===== config.mk =====
export PLATFORM = sky130hd
export DESIGN_NAME = proc_int_ctrl_flat
export DESIGN_NICKNAME = d
export VERILOG_FILES = /design/src/rtl/proc_int_ctrl_if.sv /design/src/rtl/proc_int_ctrl.sv /design/src/flat_wrapper.sv
export SDC_FILE = /design/constraint.sdc
export NUM_CORES = 1
export LEC_CHECK = 0
export CELL_PAD_IN_SITES_DETAIL_PLACEMENT = 0
export CELL_PAD_IN_SITES_GLOBAL_PLACEMENT = 1
export CORE_MARGIN = 1
export CORE_UTILIZATION = 28
export DETAILED_ROUTE_END_ITERATION = 16
export PLACE_DENSITY_LB_ADDON = 0.1
export SYNTH_ARGS = -nofsm -noshare
export SYNTH_HDL_FRONTEND = slang
export SYNTH_SLANG_ARGS = --single-unit

===== constraint.sdc =====
create_clock -name clk -period 4.9 [get_ports clk]
set_input_delay 0.49 -clock clk [delete_from_list [all_inputs] [get_ports clk]]
set_output_delay 0.49 -clock clk [all_outputs]
set_load 0.05 [all_outputs]

===== src/rtl/proc_int_ctrl_if.sv =====
// proc_int_ctrl_if: request/data/control bundle between the interrupt
// controller and its surroundings. master = device/pipeline side, slave = controller.
interface proc_int_ctrl_if #(
    parameter int NUM_SRC = 4,
    parameter int DATA_W  = 32
);
    localparam int ID_W = $clog2(NUM_SRC);

    logic [NUM_SRC-1:0]        irq_in;
    logic [NUM_SRC*DATA_W-1:0] src_data;
    logic                      hold;
    logic                      rti;
    logic                      rsi;
    logic                      mask_wr;
    logic [NUM_SRC-1:0]        mask_wdata;

    logic                      interrupt;
    logic [ID_W-1:0]           irq_id;
    logic [DATA_W-1:0]         irq_data;
    logic                      busy;
    logic [NUM_SRC-1:0]        pending;
    logic [NUM_SRC-1:0]        ovf;

    modport master (
        output irq_in, src_data, hold, rti, rsi, mask_wr, mask_wdata,
        input  interrupt, irq_id, irq_data, busy, pending, ovf
    );

    modport slave (
        input  irq_in, src_data, hold, rti, rsi, mask_wr, mask_wdata,
        output interrupt, irq_id, irq_data, busy, pending, ovf
    );
endinterface


===== src/rtl/proc_int_ctrl.sv =====
// proc_int_ctrl: NUM_SRC synchronised, maskable, fixed-priority interrupt
// sources feeding a single registered interrupt pulse into fetch. The winning
// source ID and data are held stable for the RDI path until RTI.
// Build option: define INTC_EDGE_EN for edge-triggered pending bits with
// sticky overflow flags; undefined gives level-sensitive pending, ovf = 0.
module proc_int_ctrl #(
    parameter int NUM_SRC     = 4,
    parameter int DATA_W      = 32,
    parameter int SYNC_STAGES = 2
) (
    input  logic           clk,
    input  logic           rst_n,
    proc_int_ctrl_if.slave io_bus
);
    localparam int ID_W = $clog2(NUM_SRC);

    typedef enum logic [1:0] {
        ST_IDLE   = 2'd0,
        ST_FIRE   = 2'd1,
        ST_ACTIVE = 2'd2
    } state_t;

    logic [NUM_SRC-1:0] r_sync [SYNC_STAGES];
    logic [NUM_SRC-1:0] w_sync;
    logic [NUM_SRC-1:0] r_pending;
    logic [NUM_SRC-1:0] r_mask;
    logic [NUM_SRC-1:0] w_elig;
    logic [NUM_SRC-1:0] w_ovf;
    logic [ID_W-1:0]    w_win;
    logic               w_any;
    logic               w_capture;
    logic [DATA_W-1:0]  w_cap_data;

    state_t             r_state;
    logic               r_gap;
    logic               r_int;
    logic               r_busy;
    logic [ID_W-1:0]    r_id;
    logic [DATA_W-1:0]  r_data;

    // Synchroniser chain for the asynchronous request lines
    always_ff @(posedge clk or negedge rst_n) begin
        if (!rst_n) begin
            for (int k = 0; k < SYNC_STAGES; k++) r_sync[k] <= '0;
        end else begin
            r_sync[0] <= io_bus.irq_in;
            for (int k = 1; k < SYNC_STAGES; k++) r_sync[k] <= r_sync[k-1];
        end
    end

    assign w_sync = r_sync[SYNC_STAGES-1];

    // Mask register; all sources enabled out of reset
    always_ff @(posedge clk or negedge rst_n) begin
        if (!rst_n)              r_mask <= '1;
        else if (io_bus.mask_wr) r_mask <= io_bus.mask_wdata;
    end

    assign w_elig = r_pending & r_mask;
    assign w_any  = |w_elig;

    // Fixed priority: lowest eligible index wins
    always_comb begin
        w_win = '0;
        for (int i = NUM_SRC - 1; i >= 0; i--) begin
            if (w_elig[i]) w_win = ID_W'(i);
        end
    end

    assign w_cap_data = io_bus.src_data[int'(w_win)*DATA_W +: DATA_W];

    // Capture only from IDLE after the post-RTI idle cycle has elapsed
    assign w_capture = (r_state == ST_IDLE) && !r_gap && w_any;

`ifdef INTC_EDGE_EN
    logic [NUM_SRC-1:0] r_sync_d;
    logic [NUM_SRC-1:0] r_ovf;
    logic [NUM_SRC-1:0] w_rise;
    logic [NUM_SRC-1:0] w_clr_pend;
    logic [NUM_SRC-1:0] w_ovf_set;
    logic [NUM_SRC-1:0] w_ovf_clr;

    // Rise detection, pending consumption and overflow set/clear terms
    always_comb begin
        w_rise     = w_sync & ~r_sync_d;
        w_clr_pend = w_capture ? (NUM_SRC'(1) << w_win) : '0;
        w_ovf_set  = w_rise & r_pending;
        w_ovf_clr  = io_bus.mask_wr ? '1 : '0;
        if ((r_state == ST_ACTIVE) && io_bus.rsi) w_ovf_clr |= NUM_SRC'(1) << r_id;
    end

    // Edge-mode pending and sticky overflow; a new set wins over any clear
    always_ff @(posedge clk or negedge rst_n) begin
        if (!rst_n) begin
            r_sync_d  <= '0;
            r_pending <= '0;
            r_ovf     <= '0;
        end else begin
            r_sync_d  <= w_sync;
            r_pending <= (r_pending & ~w_clr_pend) | w_rise;
            r_ovf     <= (r_ovf & ~w_ovf_clr) | w_ovf_set;
        end
    end

    assign w_ovf = r_ovf;
`else
    // Level-mode pending simply follows the synchronised request
    always_ff @(posedge clk or negedge rst_n) begin
        if (!rst_n) r_pending <= '0;
        else        r_pending <= w_sync;
    end

    assign w_ovf = '0;
`endif

    // Service FSM: IDLE -> FIRE (interrupt) -> ACTIVE (handler) -> IDLE on rti
    always_ff @(posedge clk or negedge rst_n) begin
        if (!rst_n) begin
            r_state <= ST_IDLE;
            r_gap   <= 1'b0;
            r_int   <= 1'b0;
            r_busy  <= 1'b0;
            r_id    <= '0;
            r_data  <= '0;
        end else begin
            case (r_state)
                ST_IDLE: begin
                    if (r_gap) begin
                        r_gap <= 1'b0;
                    end else if (w_capture) begin
                        r_id    <= w_win;
                        r_data  <= w_cap_data;
                        r_int   <= 1'b1;
                        r_busy  <= 1'b1;
                        r_state <= ST_FIRE;
                    end
                end
                ST_FIRE: begin
                    if (!io_bus.hold) begin
                        r_int   <= 1'b0;
                        r_state <= ST_ACTIVE;
                    end
                end
                ST_ACTIVE: begin
                    if (io_bus.rti) begin
                        r_busy  <= 1'b0;
                        r_gap   <= 1'b1;
                        r_state <= ST_IDLE;
                    end
                end
                default: begin
                    r_int   <= 1'b0;
                    r_busy  <= 1'b0;
                    r_state <= ST_IDLE;
                end
            endcase
        end
    end

    assign io_bus.interrupt = r_int;
    assign io_bus.busy      = r_busy;
    assign io_bus.irq_id    = r_id;
    assign io_bus.irq_data  = r_data;
    assign io_bus.pending   = r_pending;
    assign io_bus.ovf       = w_ovf;

endmodule


===== src/flat_wrapper.sv =====
// flat-port wrapper written by rule: the top's interface ports become plain ports
module proc_int_ctrl_flat 
#(
    parameter int NUM_SRC     = 4,
    parameter int DATA_W      = 32,
    parameter int SYNC_STAGES = 2
)
  (clk, rst_n, io_bus_irq_in, io_bus_src_data, io_bus_hold, io_bus_rti, io_bus_rsi, io_bus_mask_wr, io_bus_mask_wdata, io_bus_interrupt, io_bus_irq_id, io_bus_irq_data, io_bus_busy, io_bus_pending, io_bus_ovf);
  proc_int_ctrl_if #(.NUM_SRC(NUM_SRC), .DATA_W(DATA_W)) io_bus_i ();
  input  logic clk;
  input  logic rst_n;
  input wire logic [$bits(io_bus_i.irq_in)-1:0] io_bus_irq_in;
  input wire logic [$bits(io_bus_i.src_data)-1:0] io_bus_src_data;
  input wire logic [$bits(io_bus_i.hold)-1:0] io_bus_hold;
  input wire logic [$bits(io_bus_i.rti)-1:0] io_bus_rti;
  input wire logic [$bits(io_bus_i.rsi)-1:0] io_bus_rsi;
  input wire logic [$bits(io_bus_i.mask_wr)-1:0] io_bus_mask_wr;
  input wire logic [$bits(io_bus_i.mask_wdata)-1:0] io_bus_mask_wdata;
  output wire logic [$bits(io_bus_i.interrupt)-1:0] io_bus_interrupt;
  output wire logic [$bits(io_bus_i.irq_id)-1:0] io_bus_irq_id;
  output wire logic [$bits(io_bus_i.irq_data)-1:0] io_bus_irq_data;
  output wire logic [$bits(io_bus_i.busy)-1:0] io_bus_busy;
  output wire logic [$bits(io_bus_i.pending)-1:0] io_bus_pending;
  output wire logic [$bits(io_bus_i.ovf)-1:0] io_bus_ovf;
  assign io_bus_i.irq_in = io_bus_irq_in;
  assign io_bus_i.src_data = io_bus_src_data;
  assign io_bus_i.hold = io_bus_hold;
  assign io_bus_i.rti = io_bus_rti;
  assign io_bus_i.rsi = io_bus_rsi;
  assign io_bus_i.mask_wr = io_bus_mask_wr;
  assign io_bus_i.mask_wdata = io_bus_mask_wdata;
  assign io_bus_interrupt = io_bus_i.interrupt;
  assign io_bus_irq_id = io_bus_i.irq_id;
  assign io_bus_irq_data = io_bus_i.irq_data;
  assign io_bus_busy = io_bus_i.busy;
  assign io_bus_pending = io_bus_i.pending;
  assign io_bus_ovf = io_bus_i.ovf;
  proc_int_ctrl #(.NUM_SRC(NUM_SRC), .DATA_W(DATA_W), .SYNC_STAGES(SYNC_STAGES)) u_core (.clk(clk), .rst_n(rst_n), .io_bus(io_bus_i));
endmodule

== After elaboration in Yosys (flattened, before gate mapping) ==
Index checks and enable logic that the tools add are counted.
Storage, ports and cells
  register bits: 55
  word-level logic and storage cells: 49
  input port bits: 142
  output and inout port bits: 44
Operators by class
  shift-type cells: 1
  equality and inequality tests: 6
  reduce and logical (&&, ||, !) cells: 11
  bitwise operators: 4
  mux-type cells: 17
Operator list (count)
  128-bit by 8-bit variable part select with 32-bit output: 1
  2-bit 2-to-1 mux: 8
  4-bit AND reduction: 3
  2-bit inequality test, second input constant: 3
  1-bit one-hot mux with 3 select lines: 2
  2-bit one-hot mux with 3 select lines: 1
  1-bit 2-to-1 mux: 5
  4-bit AND: 1
  4-bit OR reduction: 1
  1-bit NOT: 3
  3-bit AND reduction: 1
  2-bit by 1-bit equality test with 1-bit output, second input constant: 1
  2-bit equality test, second input constant: 1
  1-bit logical AND: 2
  2-bit logical NOT: 1
  2-bit by 1-bit inequality test with 1-bit output, second input constant: 1
  1-bit one-hot mux with 2 select lines: 1
  2-bit AND reduction: 1
  2-bit nonzero test: 1
  1-bit logical NOT: 1

== Longest topological paths before layout ==
  word-level depth: 6
  depth in mapped cells: 7
  depth with buffers taken out: 4

== Least setup slack after synthesis ==
No wires, ideal clock.
  path kind: register -> register
  from: reg u_core.r_pending[0] (netlist: u_core.io_bus.pending[0])
  to: reg u_core.r_data[14] (netlist: u_core.io_bus.irq_data[14])
  required time: 4.774 ns
  setup time: 0.126 ns
  period minus slack after synthesis: 1.908 ns
  arrival: 1.782 ns
  slack: 2.992 ns
  stages on the path, launching flop included: 7
  buffers on the path: 2
  cell sequence: dfrtp_1 -> and2_1 -> buf_2 -> nor2_1 -> buf_2 -> a22o_1 -> a221o_2
Between the ends
  word-level cells in the longest chain between the ends: 4
  elaborated cells between the ends (all ways): 6
  classes of those cells: shift (1); mux (1); bitwise (1); reduce/logical (3)
Ends and longest elaborated chain
  from (decl): RTL line proc_int_ctrl.sv:25  | logic [NUM_SRC-1:0] r_pending;
  from (signal assigned): RTL line proc_int_ctrl.sv:110  | else r_pending <= w_sync;
  4-bit AND *: RTL line proc_int_ctrl.sv:59  | assign w_elig = r_pending & r_mask;
  parallel branches: the longest is 3 deep, another holds 128-bit by 8-bit variable part select with 32-bit output
  to (signal assigned): RTL line proc_int_ctrl.sv:132  | r_data <= w_cap_data;
  to (decl): RTL line proc_int_ctrl.sv:39  | logic [DATA_W-1:0] r_data;
Every way passes the cells marked *.
A chain may end at the register's enable or synchronous reset.

== Worst setup path in the final report ==
  from: reg u_core.r_mask[3]
  to: reg u_core.r_data[27] (netlist: u_core.io_bus.irq_data[27])
Between the ends
  word-level cells in the longest chain between the ends: 6
  elaborated cells between the ends (all ways): 9
  classes of those cells: shift (1); mux (4); bitwise (1); reduce/logical (3)
Ends and longest elaborated chain
  from (decl): RTL line proc_int_ctrl.sv:26  | logic [NUM_SRC-1:0] r_mask;
  from (signal assigned): RTL line proc_int_ctrl.sv:56  | else if (io_bus.mask_wr) r_mask <= io_bus.mask_wdata;
  4-bit AND *: RTL line proc_int_ctrl.sv:59
  2-bit 2-to-1 mux (4 in a row): RTL line proc_int_ctrl.sv:66  | if (w_elig[i]) w_win = ID_W'(i);
  128-bit by 8-bit variable part select with 32-bit output: RTL line proc_int_ctrl.sv:70  | assign w_cap_data = io_bus.src_data[int'(w_win)*DATA_W +: DATA_W];
Mark *: on every way between the ends. The rest lies on a longest branch, timed or not.

==> implementation parameters <==
Parameter                              Value

Status
  Status ... finished, final reports clean

STA
  Final setup vio count ... 0
  Max-Slew Margin vs Limit ... 16.52%
  Max-slew violation total from the final report ... 0
  Max Clock Freq ... 369.9 MHz
  Setup skew after layout ... 0.007136 ns
  Final period util ... 55.17%
  Shortest clock period the worst path allows after layout ... 2.703 ns
  Total negative slack ... 0 ns
  Tightest Pin Transition ... around 1.2 ns
  Final count of hold timing violations ... 0
  Worst hold margin ... 0.2898 ns
  Unrepaired setup endpoints after global routing ... false

Critical path
  Reg2reg setup slack ... 2.20 ns
  Depth of the worst register-to-register path ... 4
  Critical Path Start Type ... flip-flop
  Worst reg2reg endpoint ... u_core.io_bus.irq_data[27]
  Arrival @ worst endpoint ... between 2 and 3 ns
  Crit Reg-Reg Startpoint ... u_core.r_mask[3]
  Max Fanout on Critical Path ... 21
  Critical Setup Path Class ... reg -> reg
  Req. time, crit path ... 5.13 ns
  Worst Setup End Kind ... flip-flop

Power
  Leakage power of the design ... approximately 0.0019 uW
  Total power divided by cell area ... 514.8 nW/um2
  Peak supply drop ... 183.4 uV

Cells and area
  Number of fillers in the final layout ... 961
  Leading cell type in the layout, fill and taps excluded ... clkdlybuf4s50_1
  Fraction of final layout cells sized beyond drive strength 1 ... 7.692%
  Design area ... 4811 um2
  Net total in the final layout ... 596
  Commonest non-fill, non-tap cells in the layout ... clkdlybuf4s50_1, dfrtp_1, o21ai_0
  Growth of design area from synthesis to finish ... 67.32%
  Diode count ... 0

Synth
  Register bit total from synthesis ... 55
  Netlist Area Pre-Place ... 2875 um2
  Number of enable flip-flop cells after synthesis ... 0
  Syn Inst Count ... 290
  Number of warnings issued by yosys ... 0
  Post-synthesis cell type count ... 38
  Main synth FF type ... dfrtp_1
  Ys async rst share ... 100.0%
  Post-synthesis sequential area ratio ... between 40% and 50%
  Syn Area/Cell ... about 10 um2

CTS
  Number of buffers inserted for hold repair after clock tree synthesis ... 0
  Number of sinks handled by clock tree synthesis ... 55
  H-tree levels ... 2
  Insertion delay to the later sink of the worst-skew pair ... ~0.32 ns
  Clock buffers created by TritonCTS ... 5
  Clock Tree Buf Depth ... 2
  Setup bufs post-CTS ... 0
  Clock-pin slew reported for the worst setup and hold paths after clock tree synthesis ... 0.12 ns
  Clock tree from TritonCTS ... done
  Number of gates resized after cts ... 0
  Clock Tree Root ... clkbuf_8

GRT
  Vias in the first global route ... between 2000 and 3000
  Number of antenna violations at the first check in global routing ... 0
  Pin count of the biggest net entering global routing ... 56
  First-pass GRT wire length ... 14.92 mm
  Final global-route overflow total ... 0
  Global-route usage over all layers ... 18.62%

Floorplanning
  Core area ... 9864 um2
  Placement row count ... 36
  Height of the chip ... 103.3 um
  Starting utilization of the core area ... a little under 30%
  Number of top-level pins ... about 190
  Die X-Extent ... 103.3 um
  Area enclosed by the die boundary ... around 11000 um2

Detailed routing
  Post-route ant nets ... 0
  DR pass1 iterations ... 4
  Routed length on met3 ... 743 um
  Top metal layer carrying routed signals ... met4
  Via density ... 5.037
  Drc violations ... 0
  Drt initial violations ... 83
  Via Count ... ~3000
  Final wirelength ... just over 10 mm
  Post-route met1 wirelength ... 4.586 mm
  Met2 routed wirelength ... approximately 4.9 mm
  Routed len/inst ... 17.53 um

Placed design
  Cell area after placement ... 4711 um2
  Total of buffers placed on input and output ports ... 180
  HPWL Detailed ... 7.217 mm
  Global placement routability congestion ... 0.7339

Run
  Maximum capacitance violations ... 0

Hold path
  Class of the tightest hold or removal check ... in -> async
==> metal layers <==
metal  vias up  track usage [%]
met4         0            3.142
li1       1423                -
met3         6            4.301
met1      1419            24.53
met2       114            31.64
met5         -                0
==> power breakdown <==
group	internal (uW)	switching [uW]
Sequential	619	108
Clock	110	177
Combinational	555	908
==> worst max-delay path by stage <==
stage                                   from                          to  slack, ns  depth (start not counted)
finish                      u_core.r_mask[3]  u_core.io_bus.irq_data[27]       2.20                          4
global route                u_core.r_mask[3]  u_core.io_bus.irq_data[10]       1.97                          4
CTS                         u_core.r_mask[3]  u_core.io_bus.irq_data[27]       2.09                          4
detailed placement          u_core.r_mask[3]   u_core.io_bus.irq_data[0]       2.14                          4
global placement            u_core.r_mask[3]  u_core.io_bus.irq_data[27]       2.18                          4
floorplan           u_core.io_bus.pending[0]  u_core.io_bus.irq_data[14]       2.99                          6
==> state kept, by name (all words and copies together), names as in the netlist <==
register,cells
u_core.io_bus.irq_data,32
u_core.r_sync,4
u_core.io_bus.pending,4
u_core.io_bus.irq_id,2
u_core.io_bus.interrupt,1
u_core.io_bus.busy,1
u_core.r_gap,1
u_core.r_state,2
u_core.r_mask,4
u_core.w_sync,4
==> cells by family (layout without fill, tap and decap cells) <==
logic type,after synthesis,count (layout),share of synthesized area [%]
simple gates,70,70,11.14
flops,55,55,48.04
mux,5,5,1.915
other cells,1,4,0.1304
buf+inv,33,195,6.397
compound gates,126,126,32.38
==> per-stage QoR <==
step                utilization (%)  std cells  power [uW]  setup WS [ns]
floorplan                         -        293        1686          2.992
global placement              47.75        580        2200          2.180
detailed placement            47.75        580        2215          2.142
CTS                           48.77        588        2507          2.095
global route                  48.77        588        2619          1.971
finish                        48.77        588        2477          2.197
==> worst max-delay path, stage by stage, from the launching register on <==
cell and delay, ns:
dfstp_2 0.56, nand2_1 0.40, nor2_1 1.11, a221oi_1 0.24
o31ai_1 0.30
==> synth_stat cells (2+ instances only) <==
library cell / n / area, um2
a21oi_1: 18 / 90.09
a221o_1: 8 / 80.08
a221o_2: 8 / 90.09
a221oi_1: 15 / 131.4
a22o_1: 17 / 148.9
and2_1: 3 / 18.77
buf_2: 9 / 45.04
buf_4: 4 / 30.03
buf_6: 3 / 33.78
clkbuf_1: 14 / 52.55
dfrtp_1: 51 / 1276
dfstp_2: 4 / 105.1
inv_1: 2 / 7.510
mux2_2: 4 / 45.04
nand2_1: 25 / 93.84
nand3_1: 17 / 85.08
nor2_1: 19 / 71.32
o21ai_0: 34 / 170.2
o22ai_1: 2 / 12.51
o31ai_1: 15 / 112.6
==> area by class of cell <==
type | instances | area (um2) | area share (%)
Multi-Input combinational cell | 205 | 1321 | 27.46
Inverter | 2 | 7.507 | 0.1560
Clock buffer | 5 | 68.82 | 1.430
Sequential cell | 55 | 1381 | 28.71
Timing Repair Buffer | 185 | 1834 | 38.13
Tap cell | 133 | 166.4 | 3.459
Clock inverter | 3 | 31.28 | 0.6502
Note: power is estimated with default switching activity, not from simulation.
